<file path="src/rtl/yolo_axi_pkg.sv">
// Shared AXI constants and FSM state type for the YOLO AXI read arbiter.
package yolo_axi_pkg;

  localparam logic [1:0] AXI_BURST_INCR    = 2'b01;
  localparam logic [1:0] AXI_RESP_OKAY     = 2'b00;
  localparam logic [3:0] AXI_CACHE_DEFAULT = 4'b0011;

  typedef enum logic [1:0] {
    IDLE = 2'd0,
    ADDR = 2'd1,
    DATA = 2'd2
  } rd_arb_state_e;

  // Index width that stays legal for a single requester.
  function automatic int unsigned idx_width(int unsigned n);
    return (n > 1) ? $clog2(n) : 1;
  endfunction

endpackage

</file>
<file path="src/rtl/yolo_rr_pick.sv">
// Combinational requester pick: round-robin from last_grant_i + 1, or fixed lowest-index
// priority when YOLO_RD_ARB_FIXED_PRIO_EN is defined.
module yolo_rr_pick #(
  parameter int unsigned N_REQ = 4,
  parameter int unsigned IW    = 2
) (
  input  logic [N_REQ-1:0] req_i,
  input  logic [IW-1:0]    last_grant_i,
  output logic [N_REQ-1:0] gnt_o,
  output logic [IW-1:0]    idx_o,
  output logic             any_o
);

`ifdef YOLO_RD_ARB_FIXED_PRIO_EN
  logic unused_last_grant;
  assign unused_last_grant = ^last_grant_i;

  always_comb begin
    logic found;
    found = 1'b0;
    gnt_o = '0;
    idx_o = '0;
    for (int unsigned i = 0; i < N_REQ; i++) begin
      if (!found && req_i[i]) begin
        found    = 1'b1;
        gnt_o[i] = 1'b1;
        idx_o    = IW'(i);
      end
    end
    any_o = found;
  end
`else
  always_comb begin
    logic        found;
    int unsigned k;
    found = 1'b0;
    k     = 0;
    gnt_o = '0;
    idx_o = '0;
    // Walk last_grant+1 .. last_grant+N_REQ, wrapping past N_REQ-1 back to 0.
    for (int unsigned i = 1; i <= N_REQ; i++) begin
      k = (32'(last_grant_i) + i) % N_REQ;
      if (!found && req_i[k]) begin
        found    = 1'b1;
        gnt_o[k] = 1'b1;
        idx_o    = IW'(k);
      end
    end
    any_o = found;
  end
`endif

endmodule

</file>
<file path="src/rtl/yolo_axi_rd_arb.sv">
// Shares one AXI4 read master among N_REQ loaders, one INCR burst outstanding at a time.
// Define YOLO_RD_ARB_FIXED_PRIO_EN for fixed lowest-index priority instead of round-robin.
module yolo_axi_rd_arb
  import yolo_axi_pkg::*;
#(
  parameter int unsigned  N_REQ = 4,
  parameter int unsigned  A     = 32,
  parameter int unsigned  D     = 32,
  parameter int unsigned  I     = 4,
  parameter int unsigned  L     = 8,
  localparam int unsigned GW    = idx_width(N_REQ)
) (
  input  logic               clk,
  input  logic               rstn,
  input  logic [N_REQ-1:0]   req_valid,
  output logic [N_REQ-1:0]   req_ready,
  input  logic [N_REQ*A-1:0] req_addr,
  input  logic [N_REQ*L-1:0] req_len,
  output logic [D-1:0]       rd_data,
  output logic [N_REQ-1:0]   rd_valid,
  output logic               rd_last,
  input  logic [N_REQ-1:0]   rd_ready,
  output logic               M_ARVALID,
  input  logic               M_ARREADY,
  output logic [A-1:0]       M_ARADDR,
  output logic [I-1:0]       M_ARID,
  output logic [L-1:0]       M_ARLEN,
  output logic [2:0]         M_ARSIZE,
  output logic [1:0]         M_ARBURST,
  output logic               M_ARLOCK,
  output logic [3:0]         M_ARCACHE,
  output logic [2:0]         M_ARPROT,
  input  logic               M_RVALID,
  output logic               M_RREADY,
  input  logic [D-1:0]       M_RDATA,
  input  logic [I-1:0]       M_RID,
  input  logic [1:0]         M_RRESP,
  input  logic               M_RLAST,
  output logic               busy,
  output logic [GW-1:0]      grant_id,
  output logic               rd_err
);

  localparam logic [2:0] AR_SIZE = 3'($clog2(D / 8));

  rd_arb_state_e    state_q, state_d;
  logic [GW-1:0]    last_grant_q;
  logic [A-1:0]     addr_q, sel_addr;
  logic [L-1:0]     len_q, sel_len;
  logic [N_REQ-1:0] pick_gnt, owner_oh, rd_valid_q;
  logic [GW-1:0]    pick_idx;
  logic             pick_any;
  logic [D-1:0]     rd_data_q;
  logic             rd_last_q, last_seen_q, rd_err_q;
  logic [I-1:0]     ar_id;
  logic             ar_valid, grant_en, out_consume, out_free, r_ready, r_hs, r_bad;

  yolo_rr_pick #(
    .N_REQ (N_REQ),
    .IW    (GW)
  ) u_pick (
    .req_i        (req_valid),
    .last_grant_i (last_grant_q),
    .gnt_o        (pick_gnt),
    .idx_o        (pick_idx),
    .any_o        (pick_any)
  );

  always_comb begin
    sel_addr = '0;
    sel_len  = '0;
    owner_oh = '0;
    ar_id    = '0;
    for (int unsigned k = 0; k < N_REQ; k++) begin
      if (pick_idx == GW'(k)) begin
        sel_addr = req_addr[k*A +: A];
        sel_len  = req_len[k*L +: L];
      end
    end
    owner_oh[last_grant_q] = 1'b1;
    ar_id[GW-1:0]          = last_grant_q;
  end

  always_comb begin
    ar_valid    = (state_q == ADDR);
    grant_en    = (state_q == IDLE) && pick_any;
    out_consume = |(rd_valid_q & rd_ready);
    out_free    = ~|rd_valid_q || out_consume;
    // last_seen_q blocks a stray beat between RLAST and the client taking it.
    r_ready     = (state_q == DATA) && !last_seen_q && rd_ready[last_grant_q] && out_free;
    r_hs        = M_RVALID && r_ready;
    r_bad       = (M_RRESP != AXI_RESP_OKAY) || (M_RID != ar_id);
  end

  always_comb begin
    state_d = state_q;
    case (state_q)
      IDLE: if (pick_any) state_d = ADDR;
      ADDR: if (M_ARREADY) state_d = DATA;
      DATA: if (out_consume && rd_last_q) state_d = IDLE;
      default: state_d = IDLE;
    endcase
  end

  always_ff @(posedge clk or negedge rstn) begin
    if (!rstn) begin
      state_q <= IDLE;
    end else begin
      state_q <= state_d;
    end
  end

  always_ff @(posedge clk or negedge rstn) begin
    if (!rstn) begin
      last_grant_q <= GW'(N_REQ - 1);
      addr_q       <= '0;
      len_q        <= '0;
    end else if (grant_en) begin
      last_grant_q <= pick_idx;
      addr_q       <= sel_addr;
      len_q        <= sel_len;
    end
  end

  always_ff @(posedge clk or negedge rstn) begin
    if (!rstn) begin
      rd_data_q   <= '0;
      rd_valid_q  <= '0;
      rd_last_q   <= 1'b0;
      last_seen_q <= 1'b0;
      rd_err_q    <= 1'b0;
    end else begin
      if (r_hs) begin
        rd_data_q  <= M_RDATA;
        rd_valid_q <= owner_oh;
        rd_last_q  <= M_RLAST;
      end else if (out_consume) begin
        rd_valid_q <= '0;
        rd_last_q  <= 1'b0;
      end
      if (grant_en) begin
        last_seen_q <= 1'b0;
      end else if (r_hs && M_RLAST) begin
        last_seen_q <= 1'b1;
      end
      if (r_hs && r_bad) begin
        rd_err_q <= 1'b1;
      end
    end
  end

  // Constant AR fields are only driven alongside ARVALID so the port idles at zero.
  assign req_ready = (state_q == IDLE) ? pick_gnt : '0;
  assign M_ARVALID = ar_valid;
  assign M_ARADDR  = addr_q;
  assign M_ARID    = ar_valid ? ar_id : '0;
  assign M_ARLEN   = len_q;
  assign M_ARSIZE  = ar_valid ? AR_SIZE : '0;
  assign M_ARBURST = ar_valid ? AXI_BURST_INCR : '0;
  assign M_ARLOCK  = 1'b0;
  assign M_ARCACHE = ar_valid ? AXI_CACHE_DEFAULT : '0;
  assign M_ARPROT  = 3'b000;
  assign M_RREADY  = r_ready;
  assign rd_data   = rd_data_q;
  assign rd_valid  = rd_valid_q;
  assign rd_last   = rd_last_q;
  assign busy      = (state_q != IDLE);
  assign grant_id  = last_grant_q;
  assign rd_err    = rd_err_q;

endmodule

</file>
<file path="config.mk">
export PLATFORM = sky130hd
export DESIGN_NAME = yolo_axi_rd_arb
export DESIGN_NICKNAME = d
export VERILOG_FILES = /design/src/rtl/yolo_axi_pkg.sv /design/src/rtl/yolo_rr_pick.sv /design/src/rtl/yolo_axi_rd_arb.sv
export SDC_FILE = /design/constraint.sdc
export NUM_CORES = 1
export LEC_CHECK = 0
export BUFFER_PORTS_ARGS = -buffer_cell sky130_fd_sc_hd__clkbuf_2
export CELL_PAD_IN_SITES_DETAIL_PLACEMENT = 1
export CELL_PAD_IN_SITES_GLOBAL_PLACEMENT = 1
export CORE_AREA = 5 5 128 130
export CTS_BUF_LIST = sky130_fd_sc_hd__clkbuf_4
export CTS_CLUSTER_DIAMETER = 200
export DETAILED_ROUTE_END_ITERATION = 7
export DIE_AREA = 0 0 133 135
export MAX_ROUTING_LAYER = met4
export PLACE_DENSITY = 0.88
export SETUP_SLACK_MARGIN = 0.3
export SLEW_MARGIN = 20
export SYNTH_ARGS = -nofsm -noshare
export SYNTH_HDL_FRONTEND = slang
export SYNTH_HIERARCHICAL = 1
export SYNTH_SLANG_ARGS = --single-unit
</file>
<file path="constraint.sdc">
create_clock -name clk -period 4 [get_ports clk]
set_input_delay 0.4 -clock clk [delete_from_list [all_inputs] [get_ports clk]]
set_output_delay 0.4 -clock clk [all_outputs]
set_load 0.02 [all_outputs]
</file>
==> flow_metrics.py, run 1 <==
metrics = {
    "grt": {
        "grtUsageTotal_pct": 19.0,
        "gr-total-overflow": 0,
        "grt_max_degree": 84,
        "grt_antenna_before_repair": 2,
        "grt_pass1_vias": 4790,
        "grt_first_pass_wirelength_mm": 25.9,
    },
    "worst_setup_path": {
        "cp_max_fo": 23,
        "worstSetupStartpoint": "grant_id[0]",
        "path_class": "register to register",
        "start_kind": "register",
        "path_cells": "inv_2 > ha_1 > a221oi_1 > a211oi_1 > o22a_2 > buf_4 > mux4_2 > mux2_2",
        "slowest_delay_ns": 0.66,
        "r2r_start": "grant_id[0]",
        "required_ns": 4.32,
        "cp-end-kind": "register",
        "crit_slowest_cell": "dfstp_2",
        "arrival_ns": 3.63,
    },
    "yosys": {
        "ys_seq_area_share_pct": 42.9,
        "syn_inst": 339,
        "postSynthAreaPerCell_um2": 14.3,
        "synthSimpleGateAreaFrac_pct": 4.49,
        "synth.area.top_cells": "dfrtp_1 42%, mux4_2 20%, mux2_2 16%",
        "ys_ff_latch": 83,
        "synthTopCellsByCount": "81 x dfrtp_1, 71 x mux2_2, 42 x mux4_2",
        "synth_edf_count": 0,
        "synthMuxAreaShare_pct": 37.8,
        "async_flop_share_pct": 100,
        "synth_adder_area_share_pct": 2.06,
        "synth_top_area_cell": "dfrtp_1",
        "synth_top_cell_area_share_pct": 41.8,
        "synth_flop_cell": "dfrtp_1",
        "synth_cell_types": 46,
        "yosysMostFrequentCell": "dfrtp_1",
        "synth_compound_area_share_pct": 6.40,
        "ys.warnings.count": 6,
        "syn_area_um2": 4850,
        "yosys.area_share.xor_xnor_pct": 0.361,
        "synth_top_family_by_area": "multiplexers",
    },
    "run_status": {
        "outcome": "completed",
    },
    "clock_network": {
        "cts_hold_buf": 0,
        "htreeDepth": 3,
        "clk_pin_slew_worst_paths_ns": 0.15,
        "ctsResizeCount": 0,
        "cts_tree": "built",
        "cts_buffer_depth": 2,
        "clkLatencyLatePin_ns": 0.44,
        "numCtsBuffers": 9,
        "postCtsSetupBuffers": 0,
        "cts_root_buffer": "clkbuf_4",
        "clkSinkCount": 83,
    },
    "timing": {
        "relSlewSlack_pct": 33.5,
        "tightestPinTransition_ns": 0.997,
        "setup-tns-final_ns": 0,
        "clock.fmax_ghz": 0.302,
        "rsz0062_at_grt": "false",
        "period_minus_slack_ns": 3.31,
        "period_share_pct": 82.7,
        "finalMaxSlewViolations": 0,
        "skew_ns": 0.0265,
        "setup_viol": 0,
        "final-hold-violation-count": 0,
    },
    "route": {
        "viasPerCell": 5.04,
        "drcViolationCount": 0,
        "route.met2.wl_mm": 8.53,
        "highest_layer": "met4",
        "drtIter0Drc": 106,
        "vias": 4157,
        "post_drt_wl_per_cell_um": 20.2,
        "ant_nets": 0,
        "wirelength_met1_mm": 6.49,
        "first_pass_iters": 4,
        "wirelength_mm": 16.7,
        "dr_wl_met3_mm": 1.26,
    },
    "power_and_ir_drop": {
        "internal_power_mw": 3.32,
        "p_per_area_nw_per_um2": 888,
        "combPwrFrac_pct": 63.7,
        "switching_share_pct": 43.4,
        "p_clk_share_pct": 10.0,
        "peakVddDrop_mv": 0.463,
        "p_leak_nw": 3.26,
        "p_switching_mw": 2.55,
        "power.share.sequential_pct": 26.3,
    },
    "floorplan": {
        "die_area_um2": 18000,
        "floorplan.rows": 45,
        "die_h_um": 135,
        "die_w_um": 133,
        "placeableCoreArea_um2": 15000,
        "ios": 315,
        "start_util_pct": 32.3,
    },
    "cells_and_area": {
        "drive_above_1_share_pct": 71.3,
        "syn2layout_area_growth_pct": 36.2,
        "fillers": 1730,
        "stdcell_count": 825,
        "final_nets": 849,
    },
    "run": {
        "maxCapViolations": 0,
    },
    "placement": {
        "place_congestion": 0.921,
        "dp.cells": 807,
        "dp_hpwl_mm": 13.9,
        "portBuffers": 303,
    },
    "hold_path": {
        "holdCritPathClass": "primary input to asynchronous set/reset pin",
    },
}
==> worst max-delay path, delay by kind of cell (launching register included) <==
family          cells  cell delay [ns]
buf+inv             2             0.50
fa+ha+maj           1             0.53
mux                 2             0.63
flops               1             0.66
compound gates      3             0.88
==> through the flow <==
stage                     util (%)  worst slack (ns)  hold WS [ns]  cell area (um^2)  total power [mW]
after floorplan                  -             0.840         0.104              4890              4.34
after global placement        42.7             0.862         0.443              6420              5.20
after detailed placement      42.7             0.724         0.483              6420              5.38
after CTS                     43.9             0.684         0.125              6600              5.98
after global routing          43.9             0.536        0.0121              6610              6.29
final                         43.9             0.692       0.00149              6610              5.87
==> path summary, 6_finish.rpt <==
check	end	slack (ns)	cells past startpoint
hold / removal	rd_data[4]	0.001	1
min in group clk	rd_data[0]	0.18	2
setup reg to reg	M_ARADDR[10]	0.69	8
hold reg to reg	rd_err	0.51	1
max in group asynchronous	M_ARADDR[25]	3.47	1
setup / recovery	M_ARADDR[10]	0.69	8
==> placed cells by master, fill, tap and decap left out, drive strengths merged, types with 4 or more instances in the layout <==
cell and n:
a32o 5, nand2 13, conb 11, buf 6, clkbuf 311, a221o 4
mux2 74, inv 12, ha 8, o21ai 9, nor2 10, dfrtp 81
and2 5, a22o 4, mux4 42
==> power by group through the flow <==
| stage | combinational (mW) | clock, mW | sequential (mW) |
|---|---|---|---|
| after global routing | 4.03 | 0.652 | 1.60 |
| after global placement | 3.67 | 0 | 1.53 |
| after detailed placement | 3.81 | 0 | 1.57 |
| after floorplan | 2.30 | 0 | 2.03 |
| final | 3.74 | 0.586 | 1.54 |
| after CTS | 3.81 | 0.614 | 1.55 |
==> per-layer routing <==
layer | vias up | GRT usage [%]
met5 | - | -
met4 | 0 | 6.93
met3 | 25 | 5.14
met2 | 229 | 31.9
met1 | 2046 | 21.8
li1 | 1857 | -
==> final cells by class <==
cell class / instances / area (um^2) / area share, %
timing repair buffer: 308 / 1560 / 23.6
sequential: 83 / 2080 / 31.5
tap: 188 / 235 / 3.56
clock buffer: 9 / 67.6 / 1.02
multi-input combinational: 220 / 2520 / 38.2
antenna: 2 / 5.00 / 0.0758
clock inverter: 7 / 105 / 1.59
inverter: 8 / 30.0 / 0.455
==> registers in the layout (all words and copies together), names as in the netlist <==
name,count
M_ARADDR,32
M_ARLEN,8
grant_id,2
last_seen_q,1
rd_data,32
rd_err,1
rd_last,1
rd_valid,4
state_q,2
==> cell families (layout without fill, tap and decap cells) <==
| group | count (synthesis) | count (layout) |
|---|---|---|
| other cells | 1 | 13 |
| compound gates | 37 | 37 |
| mux | 119 | 119 |
| flops | 83 | 83 |
| fa+ha+maj | 8 | 8 |
| buf+inv | 46 | 332 |
| simple gates | 43 | 43 |
| xor+xnor | 2 | 2 |
No activity file was read; power rests on OpenSTA's default activity.
==> run 2: changes to the inputs <==
- CORE_AREA: 5 5 128 130 -> 5 5 134 136
- DIE_AREA: 0 0 133 135 -> 0 0 139 141
- PLACE_DENSITY: 0.88 -> 0.84
- clock period: 4 -> 2.8 ns (I/O delays scaled with it)
==> run 2 against run 1 <==
- the run now ends with negative setup slack left
- power increased by 62%
- combinational power increased by 73%
- routed wire length increased by 8.3%
- critical path depth increased by 1
- non-clock buffer count increased by 34
- register-to-register slack got worse by 0.82 ns
- setup slack got worse by 0.82 ns
- critical endpoint is now M_ARADDR[15]
==> flow_metrics.py, run 2 (synthesis gave the netlist of run 1 again) <==
metrics = {
    "run_status": {
        "outcome": "finished, violations left",
        "violations": "negative setup slack",
    },
    "power_and_ir_drop": {
        "p_leak_nw": 3.57,
        "finalPower_mw": 9.50,
        "peakVddDrop_mv": 0.579,
        "p_per_area_nw_per_um2": 1320,
    },
    "grt": {
        "grt_max_degree": 84,
        "gr-total-overflow": 0,
        "grtUsageTotal_pct": 18.2,
        "grt_first_pass_wirelength_mm": 27.2,
        "grt_pass1_vias": 4998,
        "grt_antenna_before_repair": 0,
    },
    "clock_network": {
        "cts_tree": "built",
        "cts_buffer_depth": 2,
        "clk_pin_slew_worst_paths_ns": 0.15,
        "clkSinkCount": 83,
        "clkLatencyLatePin_ns": 0.45,
        "htreeDepth": 3,
        "cts_root_buffer": "clkbuf_4",
        "numCtsBuffers": 9,
    },
    "floorplan": {
        "die_area_um2": 19600,
        "floorplan.rows": 48,
        "start_util_pct": 28.8,
        "die_h_um": 141,
        "die_w_um": 139,
        "ios": 315,
        "placeableCoreArea_um2": 16800,
    },
    "route": {
        "post_drt_wl_per_cell_um": 20.2,
        "vias": 4341,
        "wirelength_mm": 18.1,
        "ant_nets": 0,
        "first_pass_iters": 5,
        "viasPerCell": 4.86,
        "drtIter0Drc": 189,
        "drcViolationCount": 0,
    },
    "cells_and_area": {
        "final_common_cell": "clkbuf_2",
        "final_cell_mix": "298 x clkbuf_2, 81 x dfrtp_1, 49 x mux2_2",
        "drive_above_1_share_pct": 73.5,
        "final_nets": 883,
        "syn2layout_area_growth_pct": 48.5,
        "antennaDiodeCount": 0,
    },
    "worst_setup_path": {
        "path_class": "register to register",
        "cp-end-kind": "register",
        "worstSetupStartpoint": "grant_id[0]",
        "r2r_start": "grant_id[0]",
        "required_ns": 3.13,
        "arrival_ns": 3.25,
        "start_kind": "register",
        "cp_max_fo": 16,
    },
    "run": {
        "maxCapViolations": 0,
    },
    "timing": {
        "tightestPinTransition_ns": 0.779,
        "clock.fmax_ghz": 0.342,
        "setup_viol": 44,
        "finalMaxSlewViolations": 0,
        "whs_ns": 0.0627,
        "fin_ws_ns": -0.123,
        "skew_ns": 0.0259,
        "period_share_pct": 104,
        "rsz0062_at_grt": "true",
        "relSlewSlack_pct": 48.1,
        "period_minus_slack_ns": 2.92,
        "final-hold-violation-count": 0,
    },
    "hold_path": {
        "min_from": "M_RDATA[30]",
        "holdCritPathClass": "primary input to register",
    },
    "placement": {
        "dp_hpwl_mm": 14.1,
        "place_congestion": 0.837,
        "portBuffers": 303,
    },
}
run 2: cell types whose count changed in the layout (fill, tap and decap cells not counted), moves of 2 or more:
cell           delta
buf_6             +7
clkbuf_2          -4
buf_12            +4
dlygate4sd3_1     +4
and2_1            -4
buf_4            +19
mux2_4           +22
and2_4            +4
buf_8             +3
mux2_2           -22
diode_2           -2
run 2: cell type report:
class                           count  area (um^2)
Multi-Input combinational cell    220         2680
Sequential cell                    83         2080
Fill cell                        1898         9610
Inverter                            8         35.0
Clock inverter                      7         98.8
Timing Repair Buffer              342         1950
Clock buffer                        9         67.6
Tap cell                          225          282
run 2: timing repair:
item                                    4_1_cts  5_1_grt
cloned                                        0        1
hold buffers                                  3        1
endpoints found under the setup margin       46       45
setup buffers                                10        2
resized for setup                            32       22
endpoints found under the hold margin         3       81
pin swaps                                     7        9
run 2: through the flow:
| stage | instances | setup slack (ns) | TNS (ns) | cell area, um^2 | util (%) |
|---|---|---|---|---|---|
| floorplan | 349 | -0.0852 | -2.90 | 4980 | - |
| global placement | 861 | 0.0368 | 0 | 6670 | 39.6 |
| detailed placement | 861 | -0.0762 | -1.99 | 6670 | 39.6 |
| CTS | 890 | -0.147 | -4.81 | 7070 | 42.0 |
| global route | 894 | -0.240 | -8.57 | 7200 | 42.8 |
| finish | 894 | -0.123 | -4.04 | 7200 | 42.8 |
run 2: metal layers:
layer	share of wire (%)	global-route usage [%]	up-vias	routed length (um)
met2	53	31.6	221	9630
met1	38	20.8	2164	6850
li1	-	-	1919	-
met3	6.1	4.10	37	1110
met4	2.7	6.33	0	479
met5	0	-	-	0
run 2: path summary, 6_finish.rpt:
| kind | slack [ns] | cells after the start | end |
|---|---|---|---|
| max reg2reg | -0.12 | 9 | M_ARADDR[15] |
| min in group asynchronous | 0.45 | 2 | rd_data[3] |
| max in group asynchronous | 1.82 | 2 | M_ARLEN[5] |
| max | -0.12 | 9 | M_ARADDR[15] |
| min reg2reg | 0.49 | 1 | rd_err |
| min | 0.06 | 2 | rd_data[30] |
run 2: critical path: stages (launching register included):
cell and delay (ns):
dfstp_4 0.65, buf_6 0.10, mux4_2 0.54, a21oi_2 0.15, nor3_1 0.07, nor2_2 0.12, o31a_4 0.21, buf_12 0.20
mux4_2 0.51, mux2_2 0.27
run 2: power breakdown:
group,internal (mW),leakage [nW],switching (mW),total (mW)
registers,1.83,1.00,0.359,2.19
clock network,0.369,0.0869,0.469,0.838
logic,3.34,2.48,3.14,6.47
==> run 3: changes to the inputs <==
- BUFFER_PORTS_ARGS: -buffer_cell sky130_fd_sc_hd__clkbuf_2 -> -buffer_cell sky130_fd_sc_hd__buf_2
- CORE_AREA: 5 5 134 136 -> 2 2 121 123
- DIE_AREA: 0 0 139 141 -> 0 0 123 125
- PLACE_DENSITY: 0.84 -> 0.93
- clock period: 2.8 -> 3.5 ns (I/O delays scaled with it)
==> run 3 against run 2 <==
- the flow now finishes without violations
- global-route usage increased by 3.7 points
- utilization rose by 4.0 points
- power decreased by 28%
- cell area is 7.6% lower
- sequential share of layout area up 2.3 points
- critical endpoint is now M_ARADDR[22]
- highest routed layer unchanged
==> flow_metrics.py, run 3 (synthesis gave the netlist of run 1 again) <==
metrics = {
    "clock_network": {
        "clk_pin_slew_worst_paths_ns": 0.16,
        "clkSinkCount": 83,
        "htreeDepth": 3,
        "cts_buffer_depth": 2,
        "cts_tree": "built",
        "clkLatencyLatePin_ns": 0.46,
        "cts_root_buffer": "clkbuf_4",
        "numCtsBuffers": 9,
    },
    "route": {
        "viasPerCell": 5.18,
        "drtIter0Drc": 174,
        "ant_nets": 0,
        "first_pass_iters": 4,
        "post_drt_wl_per_cell_um": 20.4,
        "drcViolationCount": 0,
        "wirelength_mm": 16.9,
        "vias": 4282,
    },
    "timing": {
        "period_share_pct": 86.3,
        "finalMaxSlewViolations": 0,
        "rsz0062_at_grt": "false",
        "setup_viol": 0,
        "relSlewSlack_pct": 37.0,
        "fin_ws_ns": 0.480,
        "period_minus_slack_ns": 3.02,
        "setup-tns-final_ns": 0,
        "skew_ns": 0.0346,
        "clock.fmax_ghz": 0.331,
        "final-hold-violation-count": 0,
        "tightestPinTransition_ns": 0.946,
    },
    "cells_and_area": {
        "final_cell_mix": "302 x buf_2, 81 x dfrtp_1, 71 x mux2_2",
        "final_nets": 853,
        "drive_above_1_share_pct": 71.5,
        "multiInputGateArea_um2": 2540,
        "final_core_util_pct": 46.9,
        "fillers": 1623,
        "stdcell_count": 826,
        "syn2layout_area_growth_pct": 37.2,
        "final-seq-area_um2": 2080,
        "fin_area_um2": 6660,
        "final_common_cell": "buf_2",
    },
    "grt": {
        "grt_pass1_vias": 4744,
        "grt_max_degree": 84,
        "gr-total-overflow": 0,
        "grtUsageTotal_pct": 21.9,
        "grt_first_pass_wirelength_mm": 24.8,
        "grt_antenna_before_repair": 3,
    },
    "floorplan": {
        "die_w_um": 123,
        "die_area_um2": 15400,
        "die_h_um": 125,
        "floorplan.rows": 44,
        "start_util_pct": 34.1,
        "ios": 315,
        "placeableCoreArea_um2": 14200,
    },
    "run": {
        "maxCapViolations": 0,
    },
    "run_status": {
        "outcome": "completed",
    },
    "power_and_ir_drop": {
        "p_leak_nw": 3.24,
        "p_per_area_nw_per_um2": 1030,
        "peakVddDrop_mv": 0.447,
    },
    "worst_setup_path": {
        "arrival_ns": 3.34,
        "cp-end-kind": "register",
        "path_class": "register to register",
        "required_ns": 3.82,
        "cp_max_fo": 20,
        "start_kind": "register",
    },
    "placement": {
        "dp_hpwl_mm": 13.4,
        "place_congestion": 0.907,
        "portBuffers": 303,
        "place_area_um2": 6450,
        "dp.cells": 805,
        "dp_slack_ns": 0.499,
    },
    "hold_path": {
        "holdCritPathClass": "primary input to register",
    },
}
## run 3: cell types whose count changed in the layout (fill, tap and decap cells not counted), sizes merged
cell         before  now
buf              39  310
diode             0    3
inv              10   12
clkbuf          308   10
bufinv            2    1
clkinvlp          1    0
dlygate4sd3       4    1
## run 3: worst paths after layout
kind                              from           end  cells past startpoint  slack [ns]
max                        grant_id[0]  M_ARADDR[22]                      9        0.48
min                         M_RDATA[7]    rd_data[7]                      2        0.12
max reg2reg                grant_id[0]  M_ARADDR[22]                      9        0.48
min reg2reg                     rd_err        rd_err                      1        0.51
max in group asynchronous         rstn  M_ARADDR[23]                      2        2.40
min in group asynchronous         rstn    rd_data[3]                      2        0.54
## run 3: metrics by stage
step	power, mW	hold slack [ns]
2_1_floorplan	4.96	0.0544
5_1_grt	7.35	0.0669
6_report	6.87	0.125
3_3_place_gp	5.98	0.469
4_1_cts	6.85	0.0798
3_5_place_dp	6.22	0.483
## run 3: power breakdown
part / switching (mW) / internal (mW)
sequential: 0.284 / 1.46
combinational: 2.36 / 2.17
clock: 0.373 / 0.230
## run 3: layout make-up
cell class / instances / area share [%]
Inverter: 8 / 0.451
Tap cell: 184 / 3.46
Multi-Input combinational cell: 220 / 38.1
Clock inverter: 7 / 1.22
Antenna cell: 3 / 0.113
Timing Repair Buffer: 312 / 24.4
Sequential cell: 83 / 31.2
Clock buffer: 9 / 1.02
## run 3: critical path, cell delays in order, from the launching register on
cell and delay [ns]:
dfstp_2 0.42, buf_4 0.21, or3b_1 0.36, o21ai_1 0.08
a21oi_1 0.09, o22ai_2 0.35, o31a_2 0.32, buf_4 0.23
mux4_2 0.55, mux2_2 0.28
## run 3: per-layer routing
layer / share of wire [%] / routed length [um] / track usage [%]
met4: 2.8 / 469 / 8.42
met5: 0 / 0 / -
met1: 35 / 5980 / 22.9
met3: 8.1 / 1360 / 5.57
met2: 54 / 9060 / 38.9
## run 3: what timing repair did
action	4_1_cts	5_1_grt
hold buffers	0	1
endpoints found under the hold margin	0	80
endpoints found under the setup margin	0	5
gates resized for setup	0	2
buffers inserted	0	0
